File: config.mk
export PLATFORM = sky130hd
export DESIGN_NAME = mouse_quadrature
export DESIGN_NICKNAME = d
export VERILOG_FILES = /design/src/rtl/mouse_quadrature.sv
export SDC_FILE = /design/constraint.sdc
export NUM_CORES = 1
export LEC_CHECK = 0
export BUFFER_PORTS_ARGS = -buffer_cell sky130_fd_sc_hd__buf_4
export CAP_MARGIN = 20
export CORE_ASPECT_RATIO = 0.9
export CORE_MARGIN = 3
export CORE_UTILIZATION = 40
export CTS_CLUSTER_DIAMETER = 80
export DETAILED_ROUTE_END_ITERATION = 16
export MAX_ROUTING_LAYER = met4
export PLACE_DENSITY_LB_ADDON = 0.3
export SLEW_MARGIN = 20
export SYNTH_ARGS = -nofsm -noshare
export SYNTH_HDL_FRONTEND = slang
export SYNTH_SLANG_ARGS = --single-unit
File: constraint.sdc
create_clock -name clk_sys -period 4.1 [get_ports clk_sys]
set_input_delay 0.205 -clock clk_sys [delete_from_list [all_inputs] [get_ports clk_sys]]
set_output_delay 0.205 -clock clk_sys [all_outputs]
set_load 0.01 [all_outputs]
File: src/rtl/mouse_quadrature.sv
// PS/2 mouse packets to Atari ST quadrature joystick lines with rate-limited stepping.
// Build option MOUSE_QUADRATURE_CX22_EN adds cx22_mode for CX22 trakball clock/direction output.
module mouse_quadrature #(
  parameter int STEP_DIV = 4096,
  parameter int ACC_MAX  = 255
) (
  input  logic        clk_sys,
  input  logic        reset_n,
  input  logic        enable,
`ifdef MOUSE_QUADRATURE_CX22_EN
  input  logic        cx22_mode,
`endif
  input  logic [24:0] ps2_mouse,
  output logic [8:0]  joy_out,
  output logic        moving
);

  localparam int                 CNT_W    = $clog2(STEP_DIV);
  localparam logic [CNT_W-1:0]   CNT_LOAD = CNT_W'(STEP_DIV - 1);
  localparam logic signed [10:0] SAT_HI   = 11'(ACC_MAX);
  localparam logic signed [10:0] SAT_LO   = -SAT_HI;

  logic             old_stb_reg;
  logic             primed_reg;
  logic [CNT_W-1:0] cnt_reg;
  logic [8:0]       joy_reg;
  logic             moving_reg;

  logic             tick;
  logic             ev;
  logic signed [10:0] dx;
  logic signed [10:0] dy;
  logic signed [10:0] delta_w [2];
  logic [1:0]       phase_w [2];
  logic             nz_w [2];
`ifdef MOUSE_QUADRATURE_CX22_EN
  logic             clk_w [2];
  logic             dir_w [2];
`endif
  logic [3:0]       quad;
  logic             unused_bits;

  assign unused_bits = ^{ps2_mouse[7:6], ps2_mouse[3:2]};

  assign tick = (cnt_reg == '0);
  assign ev   = primed_reg & (old_stb_reg != ps2_mouse[24]);

  // Y is negated: PS/2 reports up as positive, the ST expects down as positive.
  assign dx = {{2{ps2_mouse[4]}}, ps2_mouse[4], ps2_mouse[15:8]};
  assign dy = -$signed({{2{ps2_mouse[5]}}, ps2_mouse[5], ps2_mouse[23:16]});

  assign delta_w[0] = ev ? dx : 11'sd0;
  assign delta_w[1] = ev ? dy : 11'sd0;

  always_ff @(posedge clk_sys or negedge reset_n) begin
    if (!reset_n) begin
      old_stb_reg <= 1'b0;
      primed_reg  <= 1'b0;
      cnt_reg     <= CNT_LOAD;
    end else begin
      old_stb_reg <= ps2_mouse[24];
      primed_reg  <= 1'b1;
      cnt_reg     <= tick ? CNT_LOAD : cnt_reg - 1'b1;
    end
  end

  genvar gi;
  generate
    for (gi = 0; gi < 2; gi++) begin : g_axis
      logic signed [9:0]  acc_reg;
      logic signed [9:0]  acc_next;
      logic signed [10:0] sum;
      logic signed [10:0] step_val;
      logic [1:0]         phase_reg;
      logic               step_up;
      logic               step_dn;

      // Direction comes from the current accumulator, before the new delta lands.
      assign step_up  = tick & enable & (acc_reg > 10'sd0);
      assign step_dn  = tick & enable & (acc_reg < 10'sd0);
      assign step_val = step_up ? -11'sd1 : (step_dn ? 11'sd1 : 11'sd0);

      always_comb begin
        sum      = $signed({acc_reg[9], acc_reg}) + delta_w[gi] + step_val;
        acc_next = sum[9:0];
        if (!enable)
          acc_next = '0;
        else if (sum > SAT_HI)
          acc_next = SAT_HI[9:0];
        else if (sum < SAT_LO)
          acc_next = SAT_LO[9:0];
      end

      always_ff @(posedge clk_sys or negedge reset_n) begin
        if (!reset_n) begin
          acc_reg   <= '0;
          phase_reg <= '0;
        end else begin
          acc_reg <= acc_next;
          if (step_up)
            phase_reg <= phase_reg + 2'd1;
          else if (step_dn)
            phase_reg <= phase_reg - 2'd1;
        end
      end

      assign phase_w[gi] = phase_reg;
      assign nz_w[gi]    = (acc_reg != 10'sd0);

`ifdef MOUSE_QUADRATURE_CX22_EN
      // CX22: clock toggles per step, direction is 1 for a negative step (left / up).
      logic clk_reg;
      logic dir_reg;

      always_ff @(posedge clk_sys or negedge reset_n) begin
        if (!reset_n) begin
          clk_reg <= 1'b0;
          dir_reg <= 1'b0;
        end else if (step_up | step_dn) begin
          clk_reg <= ~clk_reg;
          dir_reg <= step_dn;
        end
      end

      assign clk_w[gi] = clk_reg;
      assign dir_w[gi] = dir_reg;
`endif
    end
  endgenerate

  // Gray phase {A,B}: A = phase[1], B = phase[1] ^ phase[0]; packed as {XB, XA, YA, YB}.
  always_comb begin
    quad = {phase_w[0][1] ^ phase_w[0][0], phase_w[0][1],
            phase_w[1][1], phase_w[1][1] ^ phase_w[1][0]};
`ifdef MOUSE_QUADRATURE_CX22_EN
    if (cx22_mode)
      quad = {clk_w[0], dir_w[0], clk_w[1], dir_w[1]};
`endif
  end

  always_ff @(posedge clk_sys or negedge reset_n) begin
    if (!reset_n) begin
      joy_reg    <= '0;
      moving_reg <= 1'b0;
    end else begin
      joy_reg[8:6] <= 3'b000;
      joy_reg[5:4] <= enable ? ps2_mouse[1:0] : 2'b00;
      joy_reg[3:0] <= quad;
      moving_reg   <= nz_w[0] | nz_w[1];
    end
  end

  assign joy_out = joy_reg;
  assign moving  = moving_reg;

endmodule

==> results of run 1 <==
-- synthesized netlist by cell type, types with 10 or more instances --
| cell type | instances |
|---|---|
| a21oi_1 | 19 |
| and3_1 | 10 |
| dfrtp_1 | 33 |
| dfstp_2 | 12 |
| fa_1 | 22 |
| ha_1 | 21 |
| inv_1 | 35 |
| nand2_1 | 29 |
| nor2_1 | 30 |
| nor3_1 | 11 |
| o21ai_0 | 11 |
| xnor2_1 | 14 |
| xor2_1 | 16 |
-- layer usage --
metal	vias up	wire length [µm]
met3	8	247
met4	0	135
met2	36	4120
met5	-	0
li1	1476	-
met1	1414	3940
-- cells by family (layout without fill, tap and decap cells) --
logic type	Yosys count	in the layout	share of synthesized area
adder cells (fa/ha/maj)	43	43	0.196
AND/OR/NAND/NOR	126	126	0.185
flip-flops	45	45	0.318
other	2	4	0.00209
XOR/XNOR	32	32	0.0843
AO/OA/AOI/OAI	79	79	0.162
buffers and inverters	45	135	0.0533
-- layout by cell type (no fill, tap or decap), types with 5 or more instances in the layout --
master / n
ha_1: 16
fa_1: 20
a21o_1: 6
nand2_1: 27
o21ai_0: 9
dfrtp_1: 33
buf_4: 89
inv_2: 5
dfstp_2: 12
inv_1: 30
and3_1: 9
nor3_1: 9
xnor2_1: 12
xor2_1: 16
a21oi_1: 16
a31o_1: 7
nor4_1: 5
nor2_1: 29
nand3_1: 7
clkbuf_8: 5
-- final cells by class --
cell class,count,area share
clock buffer,6,0.0196
clock inverter,2,0.00733
inverter,35,0.0275
multi-input combinational,284,0.529
sequential,45,0.239
tap,119,0.0311
timing repair buffer,92,0.146
-- power groups by stage --
stage / Sequential (mW) / Combinational [mW] / Clock [mW]
after floorplan: 0.556 / 0.470 / 0
after global placement: 0.565 / 0.724 / 0
after detailed placement: 0.567 / 0.734 / 0
after CTS: 0.559 / 0.798 / 0.385
after global routing: 0.566 / 0.943 / 0.402
final: 0.557 / 0.847 / 0.379
-- worst reg2reg max path, delay by kind of cell (launching register included) --
kind | cells | cell delay, ns
simple gates | 8 | 1.90
fa+ha+maj | 4 | 1.23
flops | 1 | 0.55
compound gates | 1 | 0.23
buf+inv | 4 | 0.22
-- metrics by stage --
step	cell area, µm²	hold slack, ns
after detailed placement	4370	0.231
after floorplan	3690	-0.0906
final	4780	0.106
after global routing	4780	0.111
after CTS	4640	0.00347
after global placement	4370	0.233
-- path summary, 6_finish.rpt --
| check | slack, ns | cells past startpoint | endpoint | start |
|---|---|---|---|---|
| worst max register to register | -0.11 | 17 | g_axis[1].acc_reg[0] | cnt_reg[0] |
| min in group asynchronous | 0.42 | 2 | g_axis[1].phase_reg[1] | reset_n |
| worst min-delay path | 0.11 | 2 | joy_out[5] | ps2_mouse[1] |
| worst max-delay path | -0.11 | 17 | g_axis[1].acc_reg[0] | cnt_reg[0] |
| max in group asynchronous | 3.29 | 2 | cnt_reg[10] | reset_n |
| worst min register to register | 0.46 | 0 | joy_out[1] | g_axis[1].phase_reg[1] |
-- repair_timing --
item,4_1_cts,5_1_grt
endpoints found under the hold margin,33,1
pin swaps,9,13
hold buffers,1,1
buffers inserted,4,7
resized for setup,14,20
setup endpoints to repair,15,17
==> flow_summary.yaml, run 1 <==
outcome:
  status: "finished, violations left"
  violations: "negative setup slack"
routing:
  vias: 2934
  drc: 0
  postRouteWirelength_um: 8450
  drt_iter0_drc: 124
  dr.pass1.iters: 4
  routedWlPerCell_um: 14.5
  via_per_inst: 5.03
  final_antenna_net_count: 0
yosys:
  netlist_instances: 372
  synth_area_per_cell_um2: 9.66
  ys.flop_type: "dfrtp_1"
  yosysTopAreaCellShare: 0.230
  synth_seq_area_share: 0.318
  yosys-top-cells-area: "dfrtp_1 (23%), fa_1 (12%), dfstp_2 (8.8%)"
  ys_async_sr_fraction: 1.00
  synth_top_area_cell: "dfrtp_1"
  ys_seq_elements: 45
  synth_edf_count: 0
  synth_area_um2: 3590
  ys_warn_count: 0
  ys_types: 57
timing:
  relSlewSlack: 0.580
  timing.setup.tns_ns: -0.361
  finalSetupViolCount: 4
  tightest_slew_ns: 0.625
  worst_slack_ns: -0.115
  finalCriticalPeriod_ns: 4.21
  rsz0062_at_grt: "yes"
  skew_ns: 0.00935
  fmax_ghz: 0.237
  timing.final.crit_share: 1.03
  drv_slew: 0
  hold_viol: 0
run:
  drv_cap: 0
worst_setup_path:
  worstPathMaxFanout: 3
  end_kind: "flop"
  worstPathRequired_ns: 4.32
  slowest_stage: "dfstp_2"
  crit_family: "simple AND/OR/NAND/NOR gates"
  cp_cell_sequence: "inv_2, ha_4, nor4b_4, and3_4, and3_4, nand2b_4, fa_1, inv_1, ha_2, inv_2, fa_1, inv_1, or4_1, or3_1, or3_4, and4b_1, a221oi_2"
  crit_type: "flop to flop"
  critPathArrivalTime_ns: 4.44
  worst-path-buf-inv: 4
  crit_path_max_incr_delay_ns: 0.55
  start_kind: "flop"
finish:
  syn_to_final_growth_pct: 33.1
  largest_reg_flops: 20
  fin_util: 0.553
  diodes: 0
  nNetsFinal: 534
  multi_input_area_um2: 2530
  layout-drive-gt1-share: 0.351
  stdcell_count: 583
  seqCellArea_um2: 1140
  fill_cells: 760
clock_tree:
  htreeDepth: 2
  cts_tree: "built"
  clkSinkCount: 45
  path_clk_slew_ns: 0.09
  clock_latency_ns: 0.31
  root_buffer: "clkbuf_8"
  numCtsBuffers: 5
  clockBufferDepth: 2
place:
  dp_cells: 563
  portBuffers: 30
  place_congestion: 0.860
  dp_hpwl_um: 6490
  place_ws_ns: -0.198
power:
  power.leakage_nw: 2.32
  p_clk_frac: 0.213
  comb_power_share: 0.475
  pwr-share-seq: 0.313
  total_power_mw: 1.78
  p_int_mw: 1.14
  vdd_drop_max_uv: 156
  net-switching-power_mw: 0.645
  cellPowerDensity_nw_per_um2: 373
  p_sw_frac: 0.361
global_route:
  use_met3: 0.0309
  grtUsageMet1: 0.234
  grt_antenna_before_repair: 0
  use_met2: 0.283
  grt_usage: 0.177
  grt_pass1_wl_um: 14000
  busiest_layer: "met2"
  grt_max_degree: 46
  grt.overflow.total: 0
  first_global_vias: 2950
floorplan:
  dieArea_um2: 10200
  fp.dieH_um: 95.9
  io_pins: 38
  core-area_um2: 8650
  start_util: 0.415
  rows: 32
  die_x_um: 106
min_path:
  holdCritPathClass: "primary input to flop"
(Power assumes the default switching activity.)
==> run 2, diff against run 1 <==
--- a/config.mk
+++ b/config.mk
@@ -13,7 +13,7 @@
 export CTS_CLUSTER_DIAMETER = 80
 export DETAILED_ROUTE_END_ITERATION = 16
 export MAX_ROUTING_LAYER = met4
-export PLACE_DENSITY_LB_ADDON = 0.3
+export PLACE_DENSITY_LB_ADDON = 0.08
 export SLEW_MARGIN = 20
 export SYNTH_ARGS = -nofsm -noshare
 export SYNTH_HDL_FRONTEND = slang
==> constraint.sdc (replaced) <==
create_clock -name clk_sys -period 5.4 [get_ports clk_sys]
set_input_delay 0.27 -clock clk_sys [delete_from_list [all_inputs] [get_ports clk_sys]]
set_output_delay 0.27 -clock clk_sys [all_outputs]
set_load 0.01 [all_outputs]
==> run 2 against run 1 <==
Net effect:
- sequential share of layout area increased by 4.3 points
- clock power shrank 32%
- highest routed layer unchanged
- die area is the same
- the flow now finishes without violations
- maximum frequency decreased by 15%
- combinational power decreased by 45%
- first-iteration DRC count increased by 24%
- global-route usage fell by 1.4 points
- count of clock-buffer cells in the layout is the same
==> flow_summary.yaml, run 2 (same netlist as run 1, synthesis figures left out) <==
place:
  dp_hpwl_um: 6190
  place_congestion: 0.817
  portBuffers: 30
routing:
  drc: 0
  drt_iter0_drc: 154
  dr.pass1.iters: 4
  final_antenna_net_count: 0
  via_per_inst: 5.24
  postRouteWirelength_um: 7730
  vias: 2748
  routedWlPerCell_um: 14.7
finish:
  layout-drive-gt1-share: 0.163
  final_cell_mix: "inv_1 (35), dfrtp_1 (33), buf_4 (32)"
  diodes: 0
  seqCellArea_um2: 1140
  fin_util: 0.469
  multi_input_area_um2: 2270
  final_common_cell: "inv_1"
  nNetsFinal: 475
  syn_to_final_growth_pct: 13.0
  largest_reg_flops: 20
  fill_cells: 863
power:
  p_clk_frac: 0.225
  vdd_drop_max_uv: 125
  comb_power_share: 0.405
  pwr-share-seq: 0.370
  p_sw_frac: 0.370
  total_power_mw: 1.15
  p_int_mw: 0.723
  net-switching-power_mw: 0.424
  power.leakage_nw: 1.97
  cellPowerDensity_nw_per_um2: 283
worst_setup_path:
  worstPathRequired_ns: 5.59
  crit_type: "flop to flop"
  worst-path-buf-inv: 2
  start_kind: "flop"
  crit_family: "simple AND/OR/NAND/NOR gates"
  cp_cell_sequence: "inv_1, ha_1, nor4b_1, and3_1, and3_2, nand2b_1, inv_1, fa_1, ha_1, xnor2_1, or4_1, or3_1, or3_1, and4b_1, a221oi_1"
  end_kind: "flop"
  crit_path_max_incr_delay_ns: 0.49
  cp-startpoint: "cnt_reg[0]"
  rr_worst_depth: 15
  r2r_start: "cnt_reg[0]"
  worst-path-stages: 15
  cp-endpoint: "g_axis[1].acc_reg[0]"
  ff2ff_setup_slack_ns: 0.46
  worstPathMaxFanout: 6
  critPathArrivalTime_ns: 5.13
  crit-reg2reg-capture: "g_axis[1].acc_reg[0]"
  slowest_stage: "fa_1"
floorplan:
  start_util: 0.415
  io_pins: 38
  fp.dieH_um: 95.9
  dieArea_um2: 10200
  rows: 32
  die_x_um: 106
  core-area_um2: 8650
run:
  drv_cap: 0
min_path:
  holdCritPathClass: "primary input to flop"
timing:
  rsz0062_at_grt: "no"
  finalSetupViolCount: 0
  tightest_slew_ns: 0.568
  drv_slew: 0
  fmax_ghz: 0.202
  hold_viol: 0
  skew_ns: 0.00537
  finalCriticalPeriod_ns: 4.94
  timing.setup.tns_ns: 0
  timing.final.crit_share: 0.915
  relSlewSlack: 0.615
global_route:
  first_global_vias: 2569
  grt_max_degree: 46
  grt_usage: 0.163
  grt.overflow.total: 0
  grt_antenna_before_repair: 0
  grt_pass1_wl_um: 12700
clock_tree:
  numCtsBuffers: 5
  clkSinkCount: 45
  htreeDepth: 2
  clock_latency_ns: 0.30
  clockBufferDepth: 2
  post_cts_buffers: 0
  root_buffer: "clkbuf_8"
  cts_tree: "built"
  path_clk_slew_ns: 0.09
outcome:
  status: "finished, final reports clean"
-- run 2: cell type report --
class / instances / area share
clock buffer: 6 / 0.0179
timing repair buffer: 33 / 0.0617
multi-input combinational: 284 / 0.561
clock inverter: 2 / 0.00956
sequential: 45 / 0.281
inverter: 35 / 0.0324
tap: 119 / 0.0367
-- run 2: through the flow --
stage | instance area (µm²) | worst slack [ns] | hold slack, ns | std cells
after global placement | 3930 | 0.469 | 0.308 | 515
after detailed placement | 3930 | 0.357 | 0.300 | 515
final | 4060 | 0.460 | 0.0861 | 524
after floorplan | 3600 | 0.875 | -0.0256 | 374
after CTS | 4050 | 0.304 | 0.0798 | 524
after global routing | 4060 | 0.0403 | 0.0766 | 524
-- run 2: power by group through the flow --
stage               Sequential, mW  Clock [mW]  Combinational (mW)
CTS                          0.426       0.264               0.466
floorplan                    0.422           0               0.348
global placement             0.432           0               0.454
finish                       0.425       0.258               0.465
detailed placement           0.433           0               0.460
global route                 0.432       0.278               0.526
-- run 2: metal layers --
| layer | part of all wire | global-route usage | wire length, µm | vias up |
|---|---|---|---|---|
| met1 | 0.52 | 0.234 | 4000 | 1340 |
| met2 | 0.44 | 0.242 | 3370 | 39 |
| met4 | 0.013 | 0.0388 | 99 | 0 |
| li1 | - | - | - | 1360 |
| met5 | 0 | - | 0 | - |
| met3 | 0.032 | 0.0288 | 248 | 9 |
-- run 2: worst min path at each step --
stage	start	end	slack [ns]	cells after the start
2_1_floorplan	reset_n	g_axis[0].acc_reg[0]	-0.03	0
6_report	ps2_mouse[24]	old_stb_reg	0.09	1
3_5_place_dp	reset_n	g_axis[1].phase_reg[1]	0.30	1
4_1_cts	ps2_mouse[24]	old_stb_reg	0.08	1
5_1_grt	ps2_mouse[24]	old_stb_reg	0.08	1
3_3_place_gp	reset_n	g_axis[1].phase_reg[1]	0.31	1
-- run 2: what timing repair did --
| item | CTS | global route |
|---|---|---|
| hold endpoints to repair | 33 | 0 |
| resized for setup | 0 | 1 |
| hold buffers | 1 | 0 |
| endpoints found under the setup margin | 0 | 2 |
==> run 3, diff against run 2 <==
--- a/config.mk
+++ b/config.mk
@@ -5,6 +5,7 @@
 export SDC_FILE = /design/constraint.sdc
 export NUM_CORES = 1
 export LEC_CHECK = 0
+export ABC_AREA = 1
 export BUFFER_PORTS_ARGS = -buffer_cell sky130_fd_sc_hd__buf_4
 export CAP_MARGIN = 20
 export CORE_ASPECT_RATIO = 0.9
==> run 3 against run 2 <==
Net effect:
- final area grew 5.4%
- sequential cell count is the same
- clock power shrank 2%
- cell count grew 24%
- non-clock buffer count grew 1
- global-route usage shrank 0.18 points
- critical path depth grew 13
- worst hold slack gained 0.0030 ns
- synthesized cell count grew 32%
- sequential share of layout area shrank 1.4 points
- first-iteration DRC count shrank 23%
- via count grew 7.9%
- largest cell class unchanged
==> flow_summary.yaml, run 3 <==
floorplan:
  io_pins: 38
  die_x_um: 109
  fp.dieH_um: 98.5
  core-area_um2: 9170
  start_util: 0.415
  rows: 33
  dieArea_um2: 10700
yosys:
  ys_warn_count: 0
  ys_async_sr_fraction: 1.00
  netlist_top_cells_count: "nand2_1 (111), inv_1 (92), nor2_1 (54), dfrtp_1 (33), nand3_1 (31)"
  synth_area_um2: 3800
  synth_edf_count: 0
  netlist_instances: 491
  ys_types: 33
  ys_seq_elements: 45
  synth_top_area_cell: "dfrtp_1"
  synth_seq_area_share: 0.300
  yosysTopAreaCellShare: 0.217
  synth_area_per_cell_um2: 7.74
  synth.most_common_cell: "nand2_1"
  ys.flop_type: "dfrtp_1"
  yosys-top-cells-area: "dfrtp_1 (22%), fa_1 (12%), nand2_1 (11%)"
place:
  postPlaceCellArea_um2: 4150
  dp_hpwl_um: 6540
  place_congestion: 0.806
  portBuffers: 30
finish:
  diodes: 0
  final_common_cell: "nand2_1"
  fin_util: 0.466
  final_cell_mix: "nand2_1 (111), inv_1 (92), nor2_1 (54)"
  nNetsFinal: 598
  layout-drive-gt1-share: 0.161
  largest_reg_flops: 20
  design_area_um2: 4280
  syn_to_final_growth_pct: 12.5
power:
  power.leakage_nw: 2.31
  vdd_drop_max_uv: 133
  cellPowerDensity_nw_per_um2: 283
  total_power_mw: 1.21
outcome:
  status: "finished, final reports clean"
global_route:
  grt.overflow.total: 0
  grt_usage: 0.161
  first_global_vias: 2890
  grt_pass1_wl_um: 13500
  grt_max_degree: 46
  grt_antenna_before_repair: 0
worst_setup_path:
  start_kind: "flop"
  path_common_cell: "inv_1"
  crit_path_max_incr_delay_ns: 0.47
  crit_type: "flop to flop"
  end_kind: "flop"
  worstPathMaxFanout: 13
  slowest_stage: "fa_1"
  worstPathRequired_ns: 5.58
  critPathArrivalTime_ns: 4.67
clock_tree:
  htreeDepth: 2
  clock_latency_ns: 0.30
  numCtsBuffers: 5
  path_clk_slew_ns: 0.09
  cts_tree: "built"
  root_buffer: "clkbuf_8"
  clkSinkCount: 45
  clockBufferDepth: 2
run:
  drv_cap: 0
timing:
  tightest_slew_ns: 0.568
  hold_viol: 0
  drv_slew: 0
  finalSetupViolCount: 0
  timing.setup.tns_ns: 0
  finalCriticalPeriod_ns: 4.49
  relSlewSlack: 0.621
  timing.final.crit_share: 0.831
  skew_ns: 0.00906
  rsz0062_at_grt: "no"
  fmax_ghz: 0.223
routing:
  dr.pass1.iters: 4
  routedWlPerCell_um: 11.9
  drt_iter0_drc: 118
  drc: 0
  via_per_inst: 4.56
  postRouteWirelength_um: 7750
  final_antenna_net_count: 0
  vias: 2965
min_path:
  holdCritPathClass: "primary input to flop"
-- run 3: cell types whose count changed after synthesis, moves of 7 or more --
cell,change
nor2_1,+24
a31o_1,-7
inv_1,+57
and3_1,-10
nand3_1,+23
nand2_1,+82
a21oi_1,-8
-- run 3: power by group --
part / internal (mW) / switching (mW)
sequential: 0.390 / 0.0446
clock: 0.139 / 0.115
combinational: 0.207 / 0.314
total: 0.736 / 0.474
-- run 3: through the flow --
step / setup slack (ns) / hold slack [ns] / instances
CTS: 0.889 / 0.0811 / 650
detailed placement: 0.924 / 0.308 / 641
global route: 0.386 / 0.0725 / 650
finish: 0.914 / 0.0891 / 650
floorplan: 1.24 / -0.0256 / 493
global placement: 0.959 / 0.306 / 641
-- run 3: area by class of cell --
cell class / count / area (µm²)
clock buffers: 6 / 72.6
well taps: 122 / 153
multi-input cells: 345 / 2250
flip-flops and latches: 45 / 1140
inverters: 96 / 360
clock inverters: 2 / 38.8
repair buffers: 34 / 258
fillers: 936 / 4890
-- run 3: worst max-delay path, delay by kind of cell (launching register included) --
kind	cells	cell delay (ns)
adder cells (fa/ha/maj)	4	1.23
flip-flops	1	0.39
buffers and inverters	9	1.00
AND/OR/NAND/NOR	14	1.53
XOR/XNOR	1	0.22
-- run 3: metal layers --
layer / wire length (µm) / vias up / share of wire / global-route usage
met5: 0 / - / 0 / -
met4: 34 / 0 / 0.0044 / 0.0243
met3: 321 / 4 / 0.041 / 0.0262
met2: 3320 / 48 / 0.43 / 0.230
met1: 4080 / 1346 / 0.53 / 0.246
li1: - / 1567 / - / -
-- run 3: final timing paths --
kind | startpoint | endpoint | slack, ns | depth (start not counted)
setup reg to reg | cnt_reg[0] | g_axis[0].acc_reg[3] | 0.91 | 28
hold / removal | ps2_mouse[24] | old_stb_reg | 0.09 | 1
hold reg to reg | g_axis[0].phase_reg[1] | joy_out[2] | 0.43 | 0
min in group asynchronous | reset_n | primed_reg | 0.50 | 2
max in group asynchronous | reset_n | g_axis[0].acc_reg[5] | 4.50 | 2
setup / recovery | cnt_reg[0] | g_axis[0].acc_reg[3] | 0.91 | 28
-- run 3: timing repair --
item / CTS / global route
setup buffers: 0 / 0
hold buffers: 1 / 0
hold endpoints to repair: 33 / 0
gates resized for setup: 0 / 0
-- run 3: kinds of logic (layout without fill, tap and decap cells) --
logic type      Yosys count  count (layout)  synth area share
compound gates           32              32            0.0497
xor+xnor                 19              19            0.0438
fa+ha+maj                43              43             0.185
buf+inv                 103             138             0.109
flops                    45              45             0.300
other cells               2               4           0.00198
simple gates            247             247             0.310
